$ cat src/rtl/uncached_access_sequencer_if.sv
// LSU-side request/response and single-beat bus signals of the uncached access sequencer.
// 'slave' is the sequencer's view; 'master' is the view of the LSU/bus environment around it.
interface uncached_access_sequencer_if #(
    parameter int PA_BITS = 56,
    parameter int XLEN    = 64
);
    logic               ReqValid;
    logic [PA_BITS-1:0] ReqPAdr;
    logic               ReqWrite;
    logic [1:0]         ReqSize;
    logic [XLEN-1:0]    ReqWData;
    logic               Idempotent;
    logic               AccessFault;
    logic               CommitM;
    logic               FlushM;
    logic               Stall;
    logic               RspValid;
    logic [XLEN-1:0]    RspRData;
    logic               RspErr;
    logic               BusReq;
    logic [PA_BITS-1:0] BusAdr;
    logic               BusWrite;
    logic [1:0]         BusSize;
    logic [XLEN-1:0]    BusWData;
    logic               BusReady;
    logic [XLEN-1:0]    BusRData;
    logic               BusError;

    modport slave (
        input  ReqValid, ReqPAdr, ReqWrite, ReqSize, ReqWData,
        input  Idempotent, AccessFault, CommitM, FlushM,
        input  BusReady, BusRData, BusError,
        output Stall, RspValid, RspRData, RspErr,
        output BusReq, BusAdr, BusWrite, BusSize, BusWData
    );

    modport master (
        output ReqValid, ReqPAdr, ReqWrite, ReqSize, ReqWData,
        output Idempotent, AccessFault, CommitM, FlushM,
        output BusReady, BusRData, BusError,
        input  Stall, RspValid, RspRData, RspErr,
        input  BusReq, BusAdr, BusWrite, BusSize, BusWData
    );
endinterface

$ cat src/rtl/uncached_access_sequencer.sv
// Sequences one uncacheable LSU access onto a single-beat address/data bus, holding
// non-idempotent accesses until commit and stalling the LSU until the response returns.
module uncached_access_sequencer #(
    parameter int PA_BITS     = 56,
    parameter int XLEN        = 64,
    parameter int TIMEOUT_CYC = 255
) (
    input  logic                         clk,
    input  logic                         reset,
    uncached_access_sequencer_if.slave   io
);
    localparam logic [2:0] S_IDLE        = 3'd0;
    localparam logic [2:0] S_WAIT_COMMIT = 3'd1;
    localparam logic [2:0] S_ADDR        = 3'd2;
    localparam logic [2:0] S_DATA        = 3'd3;
    localparam logic [2:0] S_DONE        = 3'd4;

    localparam logic [7:0] TO_LIMIT = 8'(TIMEOUT_CYC);

    logic [2:0]         state_q, state_d;
    logic [PA_BITS-1:0] adr_q, adr_d;
    logic               write_q, write_d;
    logic [1:0]         size_q, size_d;
    logic [XLEN-1:0]    wdata_q, wdata_d;
    logic [XLEN-1:0]    rdata_q, rdata_d;
    logic               err_q, err_d;
    logic               discard_q, discard_d;
    logic [7:0]         cnt_q, cnt_d;
    logic               accept;

    // Faulted or flushed requests are dropped here and never touch the bus.
    assign accept = (state_q == S_IDLE) & io.ReqValid & ~io.AccessFault & ~io.FlushM;

    always_comb begin
        state_d   = state_q;
        adr_d     = adr_q;
        write_d   = write_q;
        size_d    = size_q;
        wdata_d   = wdata_q;
        rdata_d   = rdata_q;
        err_d     = err_q;
        discard_d = discard_q;
        cnt_d     = cnt_q;
        case (state_q)
            S_IDLE: begin
                if (accept) begin
                    adr_d     = io.ReqPAdr;
                    write_d   = io.ReqWrite;
                    size_d    = io.ReqSize;
                    wdata_d   = io.ReqWData;
                    rdata_d   = '0;
                    err_d     = 1'b0;
                    discard_d = 1'b0;
                    state_d   = io.Idempotent ? S_ADDR : S_WAIT_COMMIT;
                end
            end
            S_WAIT_COMMIT: begin
                if (io.FlushM)       state_d = S_IDLE;
                else if (io.CommitM) state_d = S_ADDR;
            end
            S_ADDR: begin
                if (io.BusReady) begin
                    // Address accepted: the transaction must finish, but a killed
                    // instruction still gets no response.
                    state_d = S_DATA;
                    cnt_d   = 8'd0;
                    if (io.FlushM) discard_d = 1'b1;
                end else if (io.FlushM) begin
                    state_d = S_IDLE;
                end
            end
            S_DATA: begin
                if (io.FlushM) discard_d = 1'b1;
                if (io.BusReady) begin
                    rdata_d = write_q ? '0 : io.BusRData;
                    err_d   = io.BusError;
                    state_d = S_DONE;
                end else begin
                    cnt_d = cnt_q + 8'd1;
                    if (cnt_d == TO_LIMIT) begin
                        rdata_d = '0;
                        err_d   = 1'b1;
                        state_d = S_DONE;
                    end
                end
            end
            S_DONE: begin
                discard_d = 1'b0;
                state_d   = S_IDLE;
            end
            default: state_d = S_IDLE;
        endcase
    end

    always_ff @(posedge clk) begin
        if (reset) begin
            state_q   <= S_IDLE;
            adr_q     <= '0;
            write_q   <= 1'b0;
            size_q    <= 2'd0;
            wdata_q   <= '0;
            rdata_q   <= '0;
            err_q     <= 1'b0;
            discard_q <= 1'b0;
            cnt_q     <= 8'd0;
        end else begin
            state_q   <= state_d;
            adr_q     <= adr_d;
            write_q   <= write_d;
            size_q    <= size_d;
            wdata_q   <= wdata_d;
            rdata_q   <= rdata_d;
            err_q     <= err_d;
            discard_q <= discard_d;
            cnt_q     <= cnt_d;
        end
    end

    assign io.Stall    = accept | (state_q == S_WAIT_COMMIT) | (state_q == S_ADDR) | (state_q == S_DATA);
    assign io.BusReq   = (state_q == S_ADDR);
    assign io.BusAdr   = adr_q;
    assign io.BusWrite = write_q;
    assign io.BusSize  = size_q;
    assign io.BusWData = wdata_q;
    assign io.RspValid = (state_q == S_DONE) & ~discard_q;
    assign io.RspRData = (state_q == S_DONE) ? rdata_q : '0;
    assign io.RspErr   = (state_q == S_DONE) & err_q;
endmodule

$ cat src/flat_wrapper.sv
// flat-port wrapper written by rule: the top's interface ports become plain ports
module uncached_access_sequencer_flat 
#(
    parameter int PA_BITS     = 56,
    parameter int XLEN        = 64,
    parameter int TIMEOUT_CYC = 255
)
  (clk, reset, io_ReqValid, io_ReqPAdr, io_ReqWrite, io_ReqSize, io_ReqWData, io_Idempotent, io_AccessFault, io_CommitM, io_FlushM, io_BusReady, io_BusRData, io_BusError, io_Stall, io_RspValid, io_RspRData, io_RspErr, io_BusReq, io_BusAdr, io_BusWrite, io_BusSize, io_BusWData);
  uncached_access_sequencer_if #(.PA_BITS(PA_BITS), .XLEN(XLEN)) io_i ();
  input  logic clk;
  input  logic reset;
  input wire logic [$bits(io_i.ReqValid)-1:0] io_ReqValid;
  input wire logic [$bits(io_i.ReqPAdr)-1:0] io_ReqPAdr;
  input wire logic [$bits(io_i.ReqWrite)-1:0] io_ReqWrite;
  input wire logic [$bits(io_i.ReqSize)-1:0] io_ReqSize;
  input wire logic [$bits(io_i.ReqWData)-1:0] io_ReqWData;
  input wire logic [$bits(io_i.Idempotent)-1:0] io_Idempotent;
  input wire logic [$bits(io_i.AccessFault)-1:0] io_AccessFault;
  input wire logic [$bits(io_i.CommitM)-1:0] io_CommitM;
  input wire logic [$bits(io_i.FlushM)-1:0] io_FlushM;
  input wire logic [$bits(io_i.BusReady)-1:0] io_BusReady;
  input wire logic [$bits(io_i.BusRData)-1:0] io_BusRData;
  input wire logic [$bits(io_i.BusError)-1:0] io_BusError;
  output wire logic [$bits(io_i.Stall)-1:0] io_Stall;
  output wire logic [$bits(io_i.RspValid)-1:0] io_RspValid;
  output wire logic [$bits(io_i.RspRData)-1:0] io_RspRData;
  output wire logic [$bits(io_i.RspErr)-1:0] io_RspErr;
  output wire logic [$bits(io_i.BusReq)-1:0] io_BusReq;
  output wire logic [$bits(io_i.BusAdr)-1:0] io_BusAdr;
  output wire logic [$bits(io_i.BusWrite)-1:0] io_BusWrite;
  output wire logic [$bits(io_i.BusSize)-1:0] io_BusSize;
  output wire logic [$bits(io_i.BusWData)-1:0] io_BusWData;
  assign io_i.ReqValid = io_ReqValid;
  assign io_i.ReqPAdr = io_ReqPAdr;
  assign io_i.ReqWrite = io_ReqWrite;
  assign io_i.ReqSize = io_ReqSize;
  assign io_i.ReqWData = io_ReqWData;
  assign io_i.Idempotent = io_Idempotent;
  assign io_i.AccessFault = io_AccessFault;
  assign io_i.CommitM = io_CommitM;
  assign io_i.FlushM = io_FlushM;
  assign io_i.BusReady = io_BusReady;
  assign io_i.BusRData = io_BusRData;
  assign io_i.BusError = io_BusError;
  assign io_Stall = io_i.Stall;
  assign io_RspValid = io_i.RspValid;
  assign io_RspRData = io_i.RspRData;
  assign io_RspErr = io_i.RspErr;
  assign io_BusReq = io_i.BusReq;
  assign io_BusAdr = io_i.BusAdr;
  assign io_BusWrite = io_i.BusWrite;
  assign io_BusSize = io_i.BusSize;
  assign io_BusWData = io_i.BusWData;
  uncached_access_sequencer #(.PA_BITS(PA_BITS), .XLEN(XLEN), .TIMEOUT_CYC(TIMEOUT_CYC)) u_core (.clk(clk), .reset(reset), .io(io_i));
endmodule
$ cat config.mk
export PLATFORM = sky130hd
export DESIGN_NAME = uncached_access_sequencer_flat
export DESIGN_NICKNAME = d
export VERILOG_FILES = /design/src/rtl/uncached_access_sequencer_if.sv /design/src/rtl/uncached_access_sequencer.sv /design/src/flat_wrapper.sv
export SDC_FILE = /design/constraint.sdc
export NUM_CORES = 1
export LEC_CHECK = 0
export ABC_AREA = 1
export CORE_ASPECT_RATIO = 1.5
export CORE_MARGIN = 8
export CORE_UTILIZATION = 41
export CTS_BUF_LIST = sky130_fd_sc_hd__clkbuf_16
export DETAILED_ROUTE_END_ITERATION = 12
export DONT_BUFFER_PORTS = 1
export PLACE_DENSITY_LB_ADDON = 0.3
export SETUP_SLACK_MARGIN = 0.4
export SKIP_CTS_REPAIR_TIMING = 1
export SLEW_MARGIN = 20
export SYNTH_ARGS = -nofsm -noshare
export SYNTH_HDL_FRONTEND = slang
export SYNTH_SLANG_ARGS = --single-unit
$ cat constraint.sdc
create_clock -name clk -period 2.5 [get_ports clk]
set_input_delay 0.5 -clock clk [delete_from_list [all_inputs] [get_ports clk]]
set_output_delay 0.5 -clock clk [all_outputs]
set_load 0.05 [all_outputs]
After elaboration in Yosys (flattened, before gate mapping)
Cells that the tools add are included.
{ "op_classes": {"add_sub_neg": 1, "eq_ne": 11, "n_mux": 25, "bitwise_logic": 11, "reduce_logical": 9} }
{ "ops": {"columns": ["cell", "n"], "rows": [
  ["$mux 64", 5],
  ["$pmux 64 s2", 1],
  ["$mux 3", 7],
  ["$mux 8", 2],
  ["$pmux 8 s2", 1],
  ["$pmux 3 s4", 1],
  ["$reduce_and 3->1", 3],
  ["$add 8x1->8 const B", 1],
  ["$eq 8x8->1 const B", 1],
  ["$eq 3x2->1 const B", 2],
  ["$ne 3x3->1 const B", 2],
  ["$and 1x1->1", 5],
  ["$mux 1", 5],
  ["$ne 2x2->1 const B", 2],
  ["$pmux 1 s4", 1],
  ["$reduce_and 4->1", 1],
  ["$reduce_bool 2->1", 2],
  ["$reduce_bool 4->1", 1],
  ["$eq 3x1->1 const B", 1],
  ["$eq 3x3->1 const B", 1],
  ["$logic_not 3->1", 1],
  ["$ne 3x2->1 const B", 1],
  ["$not 1->1", 3],
  ["$or 1x1->1", 3],
  ["4 further kinds", 4]
]} }
{ "totals": {"reg_bits": 200, "input_bits": 196, "out_inout_bits": 191, "elab_cells": 66} }

Depth between registers and ports, before layout
Gate-level depths: netlist of run 1.
{ "logic_depth": {"ltp_word": 7, "ltp_mapped": 14, "mapped_depth_nobuf": 13} }

Worst setup path after synthesis of run 1
No wires, ideal clock.
{ "synth_path": {"path_kind": "register to output", "start": "register u_core.state_q[1]", "end": "output io_RspRData[23]", "arrival_ns": 1.633, "required_ns": 2.000, "setup_slack_ns": 0.367, "stages_incl_launch_ff": 8, "n_path_buf": 2, "cell_sequence": "dfxtp_1 inv_1 nand2_1 inv_1 nand2_1 clkbuf_1 clkbuf_1 nor2_1"} }
{ "synth_between": {"elab_chain_cells": 2} }
{ "synth_rtl": {"columns": ["element", "line", "text"], "rows": [
  ["start, declared", "uncached_access_sequencer.sv:20", "logic [2:0] state_q, state_d;"],
  ["start signal, assigned", "uncached_access_sequencer.sv:107", "state_q <= state_d;"],
  ["$eq 3x3->1", "uncached_access_sequencer.sv:126", "assign io.RspRData = (state_q == S_DONE) ? rdata_q : '0;"],
  ["$mux 64", "uncached_access_sequencer.sv:126", null],
  ["end, declared", "flat_wrapper.sv:26", "output wire logic [$bits(io_i.RspRData)-1:0] io_RspRData;"]
]} }
Every way passes these cells.

Worst setup path after layout of run 1
{ "layout_path": {"start": "register u_core.state_q[0]", "end": "output io_RspRData[6]"} }
The elaborated chain is that of the path after synthesis.

==> results_dict.tcl, run 1 <==
set metrics [dict create \
    fin_crit_ns 2.14 \
    synth_seq_cells 200 \
    required_ns 2.00 \
    rsz0062_at_grt "yes" \
    vias 7897 \
    avgSynthCellArea_um2 6.82 \
    hp-class "input port to flip-flop" \
    skew_ns 0.0114 \
    final_layout_size_suffix_gt1_share_pct 16.6 \
    synth.distinct_cells 31 \
    rr_endpoint "u_core.rdata_q[41]$_SDFFE_PP0P_" \
    cp_max_fo 8 \
    hold_viol 0 \
    grt_overflow 0 \
    finalInstanceArea_mm2 0.0105 \
    crit_path_start_kind "flip-flop" \
    switching_share_pct 39.1 \
    r2r_cells 11 \
    syn-cell-area_mm2 0.00843 \
    antenna_found_initial 15 \
    cts_max_level 4 \
    maxSlewViolCount 0 \
    setup_tns_ns 0 \
    max-slew-margin-rel_pct 58.4 \
    die_y_um 192 \
    area_growth_pct 24.6 \
    cts_tree "done" \
    ir_drop_v 0.000602 \
    seqPwrFrac_pct 50.7 \
    start_util_pct 41.6 \
    dp_hpwl_um 20300 \
    cap_violations 0 \
    p_sw_mw 3.79 \
    arrival_ns 1.64 \
    path_clk_slew_ns 0.07 \
    r2r_start "u_core.cnt_q[0]$_SDFFE_PP0P_" \
    root_buffer "clkbuf_16" \
    crit_start "u_core.state_q[0]$_SDFFE_PP0P_" \
    grt_pass1_vias 7166 \
    clk_latency_ns 0.43 \
    clockBufferDepth 2 \
    power_density_mw_per_mm2 922 \
    gp_congestion 0.833 \
    fin_crit_sh_pct 85.4 \
    rows 64 \
    fin_nets 1473 \
    die_area_mm2 0.0255 \
    numCtsBuffers 17 \
    synth_enable_flop_cells 0 \
    io_pins 387 \
    grt_pass1_wl_um 40400 \
    via_per_inst 5.07 \
    p_int_mw 5.89 \
    grtUsageTotal_pct 20.3 \
    antenna_left 0 \
    syn_inst 1236 \
    finalSetupViolations 0 \
    ys_warn_count 0 \
    crit_end "io_RspRData[6]" \
    drtIter0Drc 436 \
    clock-sinks 200 \
    worst_pin_slew_ns 0.623 \
    wirelength_um 29000 \
    route.detailed.drc 0 \
    p_clk_share_pct 27.0 \
    synth_ff_type "dfxtp_1" \
    routedWlPerCell_um 18.6 \
    leakage_nw 4.08 \
    port_buffers 0 \
    run_status "finished, final reports clean" \
    path_class "flip-flop to primary output" \
    clock.fmax_ghz 0.468 \
    die_w_um 133 \
    r2r_slack_ns 0.53 \
    core_mm2 0.0203 \
    grt_max_degree 71 \
    synthArstFlopShare_pct 0 \
    comb_power_share_pct 22.3 \
    synth_fp_nets 1434 \
    endpoint_kind "primary output" \
    post_dp_cell_area_mm2 0.00917 \
    first_pass_iters 6 \
    ys_seq_area_share_pct 47.5 \
]
power by group through the flow:
stage | clock [mW] | combinational [mW] | sequential (mW)
3_5_place_dp | 0 | 1.94 | 4.98
2_1_floorplan | 0 | 1.57 | 4.85
5_1_grt | 2.82 | 2.45 | 4.97
4_1_cts | 2.68 | 1.94 | 4.91
6_report | 2.62 | 2.16 | 4.90
3_3_place_gp | 0 | 1.90 | 4.97
cells in the mapped netlist (2+ instances only):
cell type,n,share of area [%]
nand3_1,64,3.8
nor2_1,413,18
o21ai_0,128,7.6
o31ai_1,2,0.18
buf_6,2,0.27
clkbuf_1,48,2.1
buf_2,25,1.5
a21oi_1,52,3.1
nand2_2,2,0.15
ha_1,2,0.30
dfxtp_1,200,48
inv_1,92,4.1
nor3b_1,2,0.18
a21oi_2,10,1.0
buf_4,2,0.18
inv_2,4,0.18
clkinv_1,2,0.089
nor2_2,2,0.15
buf_1,5,0.22
nand2_4,2,0.27
nand2_1,167,7.4
stage by stage:
step	power (mW)	setup WS, ns	util [%]	cells	hold WS (ns)
after detailed placement	6.92	0.424	45.3	1504	0.459
after global placement	6.87	0.508	45.3	1504	0.461
after global routing	10.2	0.330	51.8	1556	0.0991
final	9.68	0.364	51.8	1558	0.134
after floorplan	6.42	0.367	-	1236	0.447
after CTS	9.53	0.206	48.0	1536	0.107
worst min path at each step:
| stage | cells after the start | startpoint | end | slack [ns] |
|---|---|---|---|---|
| after CTS | 1 | reset | u_core.cnt_q[4]$_SDFFE_PP0P_ | 0.11 |
| after detailed placement | 2 | u_core.discard_q$_SDFFE_PP0P_ | u_core.discard_q$_SDFFE_PP0P_ | 0.46 |
| after floorplan | 2 | u_core.discard_q$_SDFFE_PP0P_ | u_core.discard_q$_SDFFE_PP0P_ | 0.45 |
| final | 1 | reset | u_core.cnt_q[1]$_SDFFE_PP0P_ | 0.13 |
| after global routing | 1 | reset | u_core.cnt_q[4]$_SDFFE_PP0P_ | 0.1 |
| after global placement | 2 | u_core.rdata_q[37]$_SDFFE_PP0P_ | u_core.rdata_q[37]$_SDFFE_PP0P_ | 0.46 |
sequential cells by signal (all words and copies together), names as in the netlist:
signal and cells:
u_core.state_q 3, u_core.io.BusAdr 56, u_core.rdata_q 64, u_core.discard_q 1, u_core.io.BusSize 2, u_core.io.BusWrite 1
u_core.err_q 1, u_core.io.BusWData 64, u_core.cnt_q 8
cell families (layout without fill, tap and decap cells):
kind of cell,after synthesis,in the layout,share of synthesized area (%)
and+or+nand+nor,657,658,30.9
other,0,6,0
adders and majority gates,2,2,0.297
DFF,200,200,47.5
AOI/OAI and AO/OA,195,195,12.2
buffers and inverters,182,233,9.07
layout make-up:
class                           count  area [um2]
Fill cell                        1971        9760
Sequential cell                   200        4010
Multi-Input combinational cell    855        3910
Timing Repair Buffer              103        1310
Clock buffer                       17         425
Inverter                           98         377
Tap cell                          264         330
Clock inverter                     15         126
Antenna cell                        6        15.0
layer usage:
| metal | up-vias | global-route usage, % | wire length, um | share of wire [%] |
|---|---|---|---|---|
| met3 | 54 | 12.6 | 3690 | 13 |
| met5 | - | 0 | 102 | 0.35 |
| li1 | 3928 | - | - | - |
| met4 | 14 | 8.11 | 803 | 2.8 |
| met1 | 3563 | 20.7 | 10200 | 35 |
| met2 | 338 | 33.0 | 14200 | 49 |
cells in the final DEF, fill, tap and decap left out, types with 3 or more instances in the layout:
master and instances:
nor2_1 367, dfxtp_1 195, nand2_1 164, o21ai_0 128
inv_1 90, nand3_1 64, buf_6 63, a21oi_1 52
nor2_2 35, clkbuf_16 22, buf_4 18, nor2_4 14
a21oi_2 10, buf_12 9, diode_2 6, buf_8 5
inv_2 4, nand2_4 4, clkinv_2 4, clkinvlp_4 4
dfxtp_2 4, inv_4 3, nand2_8 3, clkinv_1 3
buf_16 3
critical path: stages (launching register included):
cell	delay, ns
dfxtp_2	0.34
inv_2	0.08
nand2_4	0.07
inv_4	0.08
nand2_8	0.11
buf_6	0.19
nor2_1	0.15
buf_6	0.18
Note: power is estimated with default switching activity, not from simulation.
==> inputs of run 2 (changes only) <==
==> constraint.sdc (replaced) <==
create_clock -name clk -period 2.15 [get_ports clk]
set_input_delay 0.43 -clock clk [delete_from_list [all_inputs] [get_ports clk]]
set_output_delay 0.43 -clock clk [all_outputs]
set_load 0.05 [all_outputs]
==> run 2 against run 1 <==
  * Global-route usage is 0.37 points lower
  * Final area is 13% higher
  * Power is 26% higher
  * Highest routed layer unchanged
  * Critical path type unchanged
  * Critical endpoint is now io_RspRData[2]
  * Via count is 4.9% higher
==> results_dict.tcl, run 2 (synthesis results as in run 1) <==
set metrics [dict create \
    first_pass_iters 6 \
    grt_max_degree 82 \
    numCtsBuffers 17 \
    start_util_pct 41.6 \
    root_buffer "clkbuf_16" \
    vias 8283 \
    hp-class "input port to flip-flop" \
    r2r_start "u_core.cnt_q[1]$_SDFFE_PP0P_" \
    final_core_util_pct 58.5 \
    final_layout_size_suffix_gt1_share_pct 26.0 \
    fin_crit_sh_pct 96.0 \
    power_density_mw_per_mm2 1030 \
    fin_crit_ns 2.06 \
    grt_pass1_wl_um 40000 \
    crit_path_start_kind "flip-flop" \
    wl_met1_um 10700 \
    mostFrequentLayoutCell "nor2_1" \
    rows 64 \
    maxSlewViolCount 0 \
    gp_congestion 0.803 \
    finalInstanceArea_mm2 0.0119 \
    clockBufferDepth 2 \
    skew_ns 0.00978 \
    clock.fmax_ghz 0.485 \
    r2r_slack_ns 0.17 \
    r2r_cells 15 \
    die_y_um 192 \
    worst_slack_ns 0.0867 \
    io_pins 387 \
    dp_hpwl_um 19800 \
    crit_end "io_RspRData[2]" \
    path_class "flip-flop to primary output" \
    rsz0062_at_grt "yes" \
    route.detailed.drc 0 \
    route.met3.wl_um 3670 \
    worst_pin_slew_ns 0.617 \
    area_growth_pct 40.7 \
    crit_start "u_core.state_q[0]$_SDFFE_PP0P_" \
    routedWlPerCell_um 19.4 \
    cts_max_level 4 \
    max-slew-margin-rel_pct 58.8 \
    cap_violations 0 \
    core_mm2 0.0203 \
    fin_nets 1513 \
    grt_overflow 0 \
    cts_tree "done" \
    whs_ns 0.0476 \
    port_buffers 0 \
    run_status "finished, final reports clean" \
    endpoint_kind "primary output" \
    drtIter0Drc 507 \
    rr_endpoint "u_core.rdata_q[7]$_SDFFE_PP0P_" \
    grt_pass1_vias 7182 \
    die_area_mm2 0.0255 \
    final_cell_mix "nor2_1 (334), dfxtp_1 (191), nand2_1 (158), o21ai_0 (127), inv_1 (88)" \
    leakage_nw 4.51 \
    antenna_found_initial 10 \
    finalSetupViolations 0 \
    fillCellCount 1758 \
    met2_length_um 15900 \
    cp_max_fo 7 \
    wirelength_um 31000 \
    clock-sinks 200 \
    antenna_left 0 \
    path_clk_slew_ns 0.07 \
    min_from "reset" \
    post-place-ws_ns 0.150 \
    setup_tns_ns 0 \
    clk_latency_ns 0.44 \
    top_layer_used "met5" \
    post_dp_cell_area_mm2 0.00936 \
    hold_viol 0 \
    grtUsageTotal_pct 19.9 \
    arrival_ns 1.63 \
    via_per_inst 5.20 \
    die_w_um 133 \
    ir_drop_v 0.000751 \
    required_ns 1.72 \
]
[run 2: cell count changes in the layout (fill, tap and decap cells not counted), sizes merged]
cell | previous run | this run
clkinv | 7 | 5
diode | 6 | 2
nand2 | 172 | 178
inv | 101 | 105
buf | 98 | 127
bufinv | 1 | 2
clkinvlp | 4 | 1
clkbuf | 22 | 27
[run 2: worst min-delay path by stage]
| stage | to | cells past startpoint |
|---|---|---|
| after floorplan | u_core.discard_q$_SDFFE_PP0P_ | 2 |
| after global routing | u_core.cnt_q[2]$_SDFFE_PP0P_ | 1 |
| after detailed placement | u_core.discard_q$_SDFFE_PP0P_ | 2 |
| after global placement | u_core.rdata_q[6]$_SDFFE_PP0P_ | 2 |
| final | u_core.cnt_q[3]$_SDFFE_PP0P_ | 1 |
| after CTS | u_core.cnt_q[5]$_SDFFE_PP0P_ | 1 |
[run 2: where the power goes]
part / internal, mW / switching (mW) / total [mW]
combinational: 1.23 / 1.93 / 3.17
sequential: 4.29 / 1.43 / 5.73
clock: 1.77 / 1.56 / 3.33
[run 2: per-stage QoR]
step	instances	power [mW]
2_1_floorplan	1236	7.50
3_3_place_gp	1512	8.01
3_5_place_dp	1512	8.07
4_1_cts	1544	11.4
5_1_grt	1592	12.9
6_report	1594	12.2
[run 2: layer usage]
metal / track usage [%] / vias up
li1: - / 4007
met1: 21.4 / 3823
met2: 33.5 / 392
met3: 10.4 / 55
met4: 5.92 / 6
met5: 0 / -
[run 2: layout make-up]
| type | count | area, um2 | share of cell area, % |
|---|---|---|---|
| Antenna cell | 2 | 5.00 | 0.0422 |
| Clock buffer | 17 | 425 | 3.59 |
| Clock inverter | 15 | 181 | 1.53 |
| Inverter | 98 | 400 | 3.38 |
| Multi-Input combinational cell | 861 | 4610 | 38.9 |
| Sequential cell | 200 | 4020 | 33.9 |
| Tap cell | 264 | 330 | 2.79 |
| Timing Repair Buffer | 137 | 1880 | 15.9 |
[run 2: critical path, stage by stage (launching register included)]
cell	delay (ns)
dfxtp_4	0.37
inv_6	0.07
nand2_8	0.07
clkinv_8	0.08
nand2_4	0.13
buf_6	0.18
nor2_2	0.11
buf_6	0.17
==> inputs of run 3 (changes only) <==
--- a/config.mk
+++ b/config.mk
@@ -6,6 +6,8 @@
 export NUM_CORES = 1
 export LEC_CHECK = 0
 export ABC_AREA = 1
+export ABC_CLOCK_PERIOD_IN_PS = 2150
+export CAP_MARGIN = 25
 export CORE_ASPECT_RATIO = 1.5
 export CORE_MARGIN = 8
 export CORE_UTILIZATION = 41
==> results of run 3 <==
Final layout, timing and power as in run 2 (identical DEF).
